## src/rtl/mem_arb_pkg.sv

```systemverilog
// Shared bounds and round-robin helper for the MEM-port arbiter.
package mem_arb_pkg;

   localparam int MAX_NUM_REQ           = 8;
   localparam int MAX_OUTSTANDING_LIMIT = 8;

   // Index following idx in a ring of num entries.
   function automatic int rr_next(input int idx, input int num);
      return (idx + 1 >= num) ? 0 : idx + 1;
   endfunction

endpackage

```

## src/rtl/mem_arb_idx_fifo.sv

```systemverilog
// Small synchronous FIFO holding the requester index of each in-flight transaction.
module mem_arb_idx_fifo #(
   parameter int DEPTH = 2,
   parameter int WIDTH = 1,
   parameter int CNT_W = $clog2(DEPTH + 1)
) (
   input  logic             clk_i,
   input  logic             rst_i,
   input  logic             push,
   input  logic [WIDTH-1:0] push_data,
   input  logic             pop,
   output logic [WIDTH-1:0] head,
   output logic [CNT_W-1:0] count,
   output logic             full
);

   localparam int PTR_W = (DEPTH > 1) ? $clog2(DEPTH) : 1;

   logic [WIDTH-1:0] mem_reg [DEPTH];
   logic [PTR_W-1:0] wr_ptr_reg, rd_ptr_reg;
   logic [CNT_W-1:0] count_reg;
   logic             do_push, do_pop;

   function automatic logic [PTR_W-1:0] ptr_inc(input logic [PTR_W-1:0] p);
      return (p == PTR_W'(DEPTH - 1)) ? '0 : p + PTR_W'(1);
   endfunction

   assign full    = (count_reg == CNT_W'(DEPTH));
   assign do_push = push & ~full;
   assign do_pop  = pop & (count_reg != '0);
   assign count   = count_reg;
   assign head    = mem_reg[rd_ptr_reg];

   // Storage needs no reset: entries are only read while count is non-zero.
   always_ff @(posedge clk_i) begin
      if (do_push) begin
         mem_reg[wr_ptr_reg] <= push_data;
      end
   end

   always_ff @(posedge clk_i) begin
      if (rst_i) begin
         wr_ptr_reg <= '0;
         rd_ptr_reg <= '0;
         count_reg  <= '0;
      end else begin
         if (do_push) wr_ptr_reg <= ptr_inc(wr_ptr_reg);
         if (do_pop)  rd_ptr_reg <= ptr_inc(rd_ptr_reg);
         case ({do_push, do_pop})
            2'b10:   count_reg <= count_reg + CNT_W'(1);
            2'b01:   count_reg <= count_reg - CNT_W'(1);
            default: count_reg <= count_reg;
         endcase
      end
   end

endmodule

```

## src/rtl/mem_port_arbiter.sv

```systemverilog
// Round-robin arbiter sharing one MEM slave port among NUM_REQ requesters,
// with in-order response routing back to the issuing requester.
module mem_port_arbiter
   import mem_arb_pkg::*;
#(
   parameter int NUM_REQ         = 2,
   parameter int MEM_ADDR_WIDTH  = 32,
   parameter int MEM_DATA_WIDTH  = 32,
   parameter int MAX_OUTSTANDING = 2
) (
   input  logic                                         clk_i,
   input  logic                                         rst_i,
   input  logic [NUM_REQ-1:0]                           s_mem_req,
   input  logic [NUM_REQ-1:0][MEM_ADDR_WIDTH-1:0]       s_mem_addr,
   input  logic [NUM_REQ-1:0]                           s_mem_we,
   input  logic [NUM_REQ-1:0][MEM_DATA_WIDTH-1:0]       s_mem_wdata,
   input  logic [NUM_REQ-1:0][MEM_DATA_WIDTH/8-1:0]     s_mem_be,
   output logic [NUM_REQ-1:0]                           s_mem_gnt,
   output logic [NUM_REQ-1:0]                           s_mem_valid,
   output logic [NUM_REQ-1:0][MEM_DATA_WIDTH-1:0]       s_mem_rdata,
   output logic [NUM_REQ-1:0]                           s_mem_error,
   output logic                                         m_mem_req,
   output logic [MEM_ADDR_WIDTH-1:0]                    m_mem_addr,
   output logic                                         m_mem_we,
   output logic [MEM_DATA_WIDTH-1:0]                    m_mem_wdata,
   output logic [MEM_DATA_WIDTH/8-1:0]                  m_mem_be,
   input  logic                                         m_mem_gnt,
   input  logic                                         m_mem_valid,
   input  logic [MEM_DATA_WIDTH-1:0]                    m_mem_rdata,
   input  logic                                         m_mem_error,
   output logic                                         unexp_rsp_o
);

   localparam int IDX_W = $clog2(NUM_REQ);
   localparam int CNT_W = $clog2(MAX_OUTSTANDING + 1);

   if (NUM_REQ < 2 || NUM_REQ > MAX_NUM_REQ ||
       MAX_OUTSTANDING < 1 || MAX_OUTSTANDING > MAX_OUTSTANDING_LIMIT) begin : g_bad_params
      $error("mem_port_arbiter: NUM_REQ or MAX_OUTSTANDING out of range");
   end

   logic [IDX_W-1:0] rr_ptr_reg, rr_ptr_next;
   logic             locked_reg, locked_next;
   logic [IDX_W-1:0] lock_idx_reg, lock_idx_next;
   logic             unexp_reg, unexp_next;

   logic [IDX_W-1:0] search_sel, sel;
   logic [IDX_W-1:0] fifo_head;
   logic [CNT_W-1:0] fifo_count;
   logic             fifo_full;
   logic             handshake, rsp_ok;

   // First requesting index at or after rr_ptr, wrapping around the ring.
   always_comb begin
      int  cand;
      logic found;
      search_sel = rr_ptr_reg;
      found      = 1'b0;
      cand       = int'(rr_ptr_reg);
      for (int k = 0; k < NUM_REQ; k++) begin
         if (!found && s_mem_req[IDX_W'(cand)]) begin
            search_sel = IDX_W'(cand);
            found      = 1'b1;
         end
         cand = rr_next(cand, NUM_REQ);
      end
   end

   assign sel       = locked_reg ? lock_idx_reg : search_sel;
   assign m_mem_req = s_mem_req[sel] & ~fifo_full;
   assign handshake = m_mem_req & m_mem_gnt;
   assign rsp_ok    = m_mem_valid & (fifo_count != '0);

   assign m_mem_addr  = m_mem_req ? s_mem_addr[sel]  : '0;
   assign m_mem_we    = m_mem_req ? s_mem_we[sel]    : 1'b0;
   assign m_mem_wdata = m_mem_req ? s_mem_wdata[sel] : '0;
   assign m_mem_be    = m_mem_req ? s_mem_be[sel]    : '0;

   for (genvar gi = 0; gi < NUM_REQ; gi++) begin : g_port
      assign s_mem_gnt[gi]   = handshake & (sel == IDX_W'(gi));
      assign s_mem_valid[gi] = rsp_ok & (fifo_head == IDX_W'(gi));
      assign s_mem_error[gi] = rsp_ok & (fifo_head == IDX_W'(gi)) & m_mem_error;
      assign s_mem_rdata[gi] = rsp_ok ? m_mem_rdata : '0;
   end

   mem_arb_idx_fifo #(
      .DEPTH (MAX_OUTSTANDING),
      .WIDTH (IDX_W),
      .CNT_W (CNT_W)
   ) u_idx_fifo (
      .clk_i     (clk_i),
      .rst_i     (rst_i),
      .push      (handshake),
      .push_data (sel),
      .pop       (rsp_ok),
      .head      (fifo_head),
      .count     (fifo_count),
      .full      (fifo_full)
   );

   // A request left ungranted pins the selection until the downstream grants it.
   always_comb begin
      rr_ptr_next   = rr_ptr_reg;
      locked_next   = locked_reg;
      lock_idx_next = lock_idx_reg;
      unexp_next    = unexp_reg | (m_mem_valid & (fifo_count == '0));
      if (handshake) begin
         rr_ptr_next = IDX_W'(rr_next(int'(sel), NUM_REQ));
         locked_next = 1'b0;
      end else if (m_mem_req) begin
         locked_next   = 1'b1;
         lock_idx_next = sel;
      end
   end

   always_ff @(posedge clk_i) begin
      if (rst_i) begin
         rr_ptr_reg   <= '0;
         locked_reg   <= 1'b0;
         lock_idx_reg <= '0;
         unexp_reg    <= 1'b0;
      end else begin
         rr_ptr_reg   <= rr_ptr_next;
         locked_reg   <= locked_next;
         lock_idx_reg <= lock_idx_next;
         unexp_reg    <= unexp_next;
      end
   end

   assign unexp_rsp_o = unexp_reg;

endmodule

```

## config.mk

```make
export PLATFORM = sky130hd
export DESIGN_NAME = mem_port_arbiter
export DESIGN_NICKNAME = d
export VERILOG_FILES = /design/src/rtl/mem_arb_pkg.sv /design/src/rtl/mem_arb_idx_fifo.sv /design/src/rtl/mem_port_arbiter.sv
export SDC_FILE = /design/constraint.sdc
export NUM_CORES = 1
export LEC_CHECK = 0
export CAP_MARGIN = 10
export CORE_AREA = 2 2 123 125
export CTS_CLUSTER_SIZE = 10
export DETAILED_ROUTE_END_ITERATION = 10
export DIE_AREA = 0 0 125 127
export SLEW_MARGIN = 40
export SYNTH_ARGS = -nofsm -noshare
export SYNTH_HDL_FRONTEND = slang
export SYNTH_HIERARCHICAL = 1
export SYNTH_SLANG_ARGS = --single-unit
```

## constraint.sdc

```tcl
create_clock -name clk_i -period 3.8 [get_ports clk_i]
set_input_delay 1.14 -clock clk_i [delete_from_list [all_inputs] [get_ports clk_i]]
set_output_delay 1.14 -clock clk_i [all_outputs]
set_load 0.02 [all_outputs]
```

# After elaboration in Yosys (flattened, before gate mapping)
# Memories as Yosys holds them, arrays and structs flattened. A register that Yosys moved wholly into a read port is not among the register bits.
# Index checks and enable logic that the tools add are counted.
[totals] memories=1 latchBits=0 romBits=0 regBits=8 output_inout_bits=141 wordCells=77 ramBits=2
[memory_table] name="u_idx_fifo.mem_reg" depth=2 width=1 rd=1 rd_ports_with_merged_regs=1 wr=1 line="mem_arb_idx_fifo.sv:19" rtl="logic [WIDTH-1:0] mem_reg [DEPTH];"
[classes] n_div=0 mux=31 n_eq_ne=3 n_lt_le_gt_ge=5 mul=0 shift=0 n_reduce_logical=7 addsub=6 bitwise_logic=17
[op_table] operator="$mux 32" n=7
[op_table] operator="$mux 1" n=20
[op_table] operator="$and 1x1->1" n=12
[op_table] operator="$mux 4" n=3
[op_table] operator="$lt 1x3->1 const B" n=2
[op_table] operator="$add 1x1->2 const B" n=2
[op_table] operator="$eq 2x2->1 const B" n=2
[op_table] operator="$ge 2x2->1 const B" n=2
[op_table] operator="$not 1->1" n=4
[op_table] operator="$pmux 2 s2" n=1
[op_table] operator="$reduce_bool 2->1" n=2
[op_table] operator="$add 1x1->1 const B" n=2
[op_table] operator="$add 2x1->2 const B" n=1
[op_table] operator="$eq 2x1->1 const B" n=1
[op_table] operator="$logic_not 2->1" n=1
[op_table] operator="$lt 1x2->1 const B" n=1
[op_table] operator="$reduce_and 2->1" n=1
[op_table] operator="$reduce_or 2->1" n=1
[op_table] operator="$sub 2x1->2 const B" n=1
[op_table] operator="$logic_and 1x1->1" n=1
[op_table] operator="$logic_not 1->1" n=1
[op_table] operator="$or 1x1->1" n=1

# Longest topological paths before layout
# Gate-level depths: netlist of the first run.
[depth] ltp_word=16 mapped_depth=11 depth_no_buf=10

# Modules after synthesis
# The synthesis of the first run kept the hierarchy.
[by_module_without_submodules] module="mem_port_arbiter" n_inst=1 seq_area_each_um2=80.1 area_each_um2=1795.5 cells_each=336
[by_module_without_submodules] module="mem_arb_idx_fifo" n_inst=1 seq_area_each_um2=160.2 area_each_um2=291.5 cells_each=28

# Least setup slack after synthesis of the first run
# OpenSTA, ideal clock, no wires.
[synth_timing] path_type="input to output" start="in s_mem_req[0]" end="out m_mem_addr[10]" setup_slack_ns=0.613 path_buffers=2 arrival_time_ns=2.047 path_stages=5 cell_sequence="nor2b_1 clkbuf_1 clkbuf_1 nand3_1 nand2_1"
[synth_via] elab_chain_len=11
[synth_lines] element="from (decl)" line="mem_port_arbiter.sv:13" rtl="input logic [NUM_REQ-1:0] s_mem_req,"
[synth_lines] element="$mux 1 (implied by the code) (2 in a row)" line="mem_port_arbiter.sv:61" rtl="if (!found && s_mem_req[IDX_W'(cand)]) begin"
[synth_lines] element="$mux 1" line="mem_port_arbiter.sv:61"
[synth_lines] element="$logic_not 1->1" line="mem_port_arbiter.sv:61"
[synth_lines] element="$logic_and 1x1->1" line="mem_port_arbiter.sv:61"
[synth_lines] element="$mux 1" line="mem_port_arbiter.sv:61"
[synth_lines] element="$mux 1" line="mem_port_arbiter.sv:69" rtl="assign sel = locked_reg ? lock_idx_reg : search_sel;"
[synth_lines] element="$mux 1 (implied by the code) (2 in a row)" line="mem_port_arbiter.sv:70" rtl="assign m_mem_req = s_mem_req[sel] & ~fifo_full;"
[synth_lines] element="$and 1x1->1" line="mem_port_arbiter.sv:70"
[synth_lines] element="$mux 32 *" line="mem_port_arbiter.sv:74" rtl="assign m_mem_addr = m_mem_req ? s_mem_addr[sel] : '0;"
[synth_lines] element="to (decl)" line="mem_port_arbiter.sv:23" rtl="output logic [MEM_ADDR_WIDTH-1:0] m_mem_addr,"
# Mark *: on every way between the ends. The rest lies on a longest branch, timed or not. The select of a mux whose other input is x is not followed.

# Final worst setup path of the first run
[layout_timing] start="in s_mem_req[1]" end="out m_mem_wdata[3]"
[layout_via] elab_chain_len=4
[layout_lines] element="$mux 1 (implied by the code) (2 in a row)" line="mem_port_arbiter.sv:70"
[layout_lines] element="$and 1x1->1" line="mem_port_arbiter.sv:70"
[layout_lines] element="$mux 32" line="mem_port_arbiter.sv:76" rtl="assign m_mem_wdata = m_mem_req ? s_mem_wdata[sel] : '0;"
[layout_lines] element="to (decl)" line="mem_port_arbiter.sv:25" rtl="output logic [MEM_DATA_WIDTH-1:0] m_mem_wdata,"
# Every way passes these cells. The select of a mux whose other input is x is not followed.

==> results.cfg, run 1 <==
[synth]
synth_mux_area_share_pct = 2.70
synth_cells = 364
synthDistinctLibCells = 30
yosys.area_share.simple_pct = 61.1
synthAdderAreaFrac_pct = 0.600
synth_xor_area_share_pct = 1.26
async_flop_share_pct = 0
yosysWarningCount = 6
syn_area_per_cell_sq_um = 5.73
ys.flop_type = dfxtp_1
syn_area_sq_um = 2090
seq_area_frac_synth_pct = 11.5
synth_top_family_by_area = simple AND/OR/NAND/NOR gates
synth_compound_area_share_pct = 3.78
synth_fp_nets = 542
synth_edf_count = 2
synth.ff_latch_count = 11

[placement]
portBuffers = 317
hpwl_um = 10000
preCtsSetupSlack_ns = -0.256
gp_congestion = 0.946

[power_and_ir_drop]
ir_drop_uv = 176
p_leak_nw = 2.73
power.density_nw_per_um2 = 291

[timing]
setup_violations = 0
final-hold-violation-count = 0
slew_viol_final = 0
setup_ws_ns = 0.0572
worst_pin_slew_ns = 0.416
fmax_ghz = 0.267
tns_ns = 0
min_period_over_period_pct = 98.5
rsz0062_at_grt = yes
fin_skew_ns = 0.00292
fin_crit_ns = 3.74
slew_headroom_pct = 72.2

[floorplanning]
row_count = 44
start_util_pct = 14.5
ios = 318
fp.dieW_um = 125
core_area_sq_um = 14400
die_area_sq_um = 15900
die_h_um = 127

[cells_and_area]
n_fill_cell = 1588
seqCellArea_sq_um = 240
layout.nets = 823
syn2layout_area_growth_pct = 150
drive_gt1_share_pct = 12.0
diodes = 0
multiInputGateArea_sq_um = 1470
utilization_pct = 36.2

[grt]
antenna_found_initial = 0
grt_max_degree = 40
grt.total_usage_pct = 14.6
grt_pass1_vias = 3712
grt-ovfl-total = 0
grt_pass1_wl_um = 19100

[detailed_routing]
wirelength_um = 13000
drc = 0
via_per_inst = 4.38
drt-wirelength-per-cell_um = 15.7
drtAntennaViolNets = 0
drt_iter0_drc = 111
drtPass1Iterations = 4
vias = 3626

[clock_tree]
cts_buffer_depth = 2
cts_tree = yes
cts.hold.buffers_added = 0
numCtsBuffers = 3
clock_latency_ns = 0.24
cts_root_buffer = clkbuf_16
htreeDepth = 1
clk_pin_slew_ns = 0.04
cts.sinks = 11

[critical_path]
critPathKind = in -> out
end_kind = output pin
cp_data_arrival_time_ns = 2.60
worst-path-max-fanout = 27
start_kind = input port
required_ns = 2.66

[min_path]
min-delay-path-class = reg -> reg

[job]
drv_cap = 0

[run_status]
status = finished clean
==> routing by layer <==
| metal | GRT usage, % | up-vias | share of wire (%) |
|---|---|---|---|
| met4 | 3.27 | 0 | 0.90 |
| met1 | 15.2 | 1655 | 37 |
| met5 | 0 | - | 0 |
| met2 | 29.6 | 207 | 55 |
| li1 | - | 1756 | - |
| met3 | 3.14 | 8 | 7.6 |
==> placed cells by master, fill, tap and decap left out, drive strengths merged <==
| cell type | Yosys | layout |
|---|---|---|
| and2 | 35 | 35 |
| buf | 45 | 55 |
| nand2b | 1 | 1 |
| o21ai | 2 | 2 |
| o21a | 2 | 2 |
| or3 | 2 | 2 |
| ha | 1 | 1 |
| nand3b | 2 | 2 |
| clkdlybuf4s50 | 0 | 177 |
| xnor2 | 2 | 2 |
| dlymetal6s2s | 0 | 1 |
| mux2i | 1 | 1 |
| mux2 | 3 | 3 |
| nand2 | 70 | 70 |
| nor4 | 1 | 1 |
| inv | 6 | 6 |
| a311oi | 1 | 1 |
| clkdlybuf4s15 | 0 | 9 |
| nand3 | 138 | 138 |
| and3 | 3 | 3 |
| clkbuf | 20 | 14 |
| nor2b | 3 | 3 |
| xor2 | 1 | 1 |
| a21oi | 6 | 6 |
| edfxtp | 2 | 2 |
| dfxtp | 9 | 9 |
| dlygate4sd2 | 0 | 89 |
| o31ai | 1 | 1 |
| nor2 | 6 | 6 |
| o21bai | 1 | 1 |
==> logic make-up after synthesis <==
logic type / Yosys count
AOI/OAI and AO/OA: 13
muxes: 4
xor gates and xnor gates: 3
and+or+nand+nor: 261
DFF: 11
adders and majority gates: 1
buffers and inverters: 71
==> through the flow <==
stage | cell area, sq um | cells | hold slack [ns] | power, mW
final | 5230 | 828 | 0.477 | 1.52
after global placement | 5310 | 818 | 0.470 | 1.44
after floorplan | 2090 | 364 | 0.452 | 0.795
after global routing | 5230 | 828 | 0.500 | 1.62
after CTS | 5200 | 824 | 0.486 | 1.52
after detailed placement | 5310 | 818 | 0.474 | 1.45
==> synthesized netlist by cell type (3+ instances only) <==
| master | count | area share, % |
|---|---|---|
| buf_1 | 4 | 0.72 |
| nand2_1 | 70 | 13 |
| nor2_1 | 6 | 1.1 |
| buf_4 | 32 | 12 |
| buf_2 | 9 | 2.2 |
| nor2b_1 | 3 | 0.90 |
| dfxtp_1 | 9 | 8.6 |
| a21oi_1 | 6 | 1.4 |
| inv_1 | 4 | 0.72 |
| nand3_1 | 138 | 33 |
| and3_1 | 3 | 0.90 |
| and2_1 | 35 | 10 |
| clkbuf_1 | 20 | 3.6 |
==> worst paths after layout <==
kind                               startpoint                                to  slack [ns]  cells after the start
min reg2reg            unexp_rsp_o$_SDFF_PP0_            unexp_rsp_o$_SDFF_PP0_        0.48                      2
max                              s_mem_req[1]                    m_mem_wdata[3]        0.06                      6
min                    unexp_rsp_o$_SDFF_PP0_            unexp_rsp_o$_SDFF_PP0_        0.48                      2
max reg2reg  u_idx_fifo/count[0]$_SDFFE_PP0P_  u_idx_fifo/count[1]$_SDFFE_PP0P_        1.49                      9
==> what timing repair did <==
| item | CTS | global route |
|---|---|---|
| buffers inserted | 1 | 3 |
| gates cloned | 1 | 2 |
| hold endpoints to repair | 0 | 0 |
| gates resized for setup | 201 | 49 |
| setup endpoints to repair | 132 | 68 |
==> power breakdown <==
part           leakage, nW  switching, mW  total, mW  internal, mW
clock network       0.0382         0.0494      0.190         0.141
logic                 2.59          0.661       1.18         0.515
registers           0.0926         0.0165      0.153         0.136
total                 2.73          0.727       1.52         0.792
==> worst max-delay path, cell delays in order <==
cell and delay [ns]:
clkdlybuf4s50_1 0.48, nor2b_4 0.24, buf_12 0.20, nand3_1 0.09, nand2_1 0.08, dlygate4sd2_1 0.35
==> layout make-up <==
cell class,count,area share [%]
well taps,184,4.40
flip-flops and latches,11,4.60
inverters,6,0.431
clock buffers,4,1.51
repair buffers,341,61.0
multi-input cells,282,28.1
No activity file was read; power rests on OpenSTA's default activity.
==> inputs of run 2 (changes only) <==
--- a/config.mk
+++ b/config.mk
@@ -10,7 +10,7 @@
 export CTS_CLUSTER_SIZE = 10
 export DETAILED_ROUTE_END_ITERATION = 10
 export DIE_AREA = 0 0 125 127
-export SLEW_MARGIN = 40
+export SLEW_MARGIN = 20
 export SYNTH_ARGS = -nofsm -noshare
 export SYNTH_HDL_FRONTEND = slang
 export SYNTH_HIERARCHICAL = 1
==> results of run 2 <==
No change in the layout: final DEF, timing and power equal those of run 1.
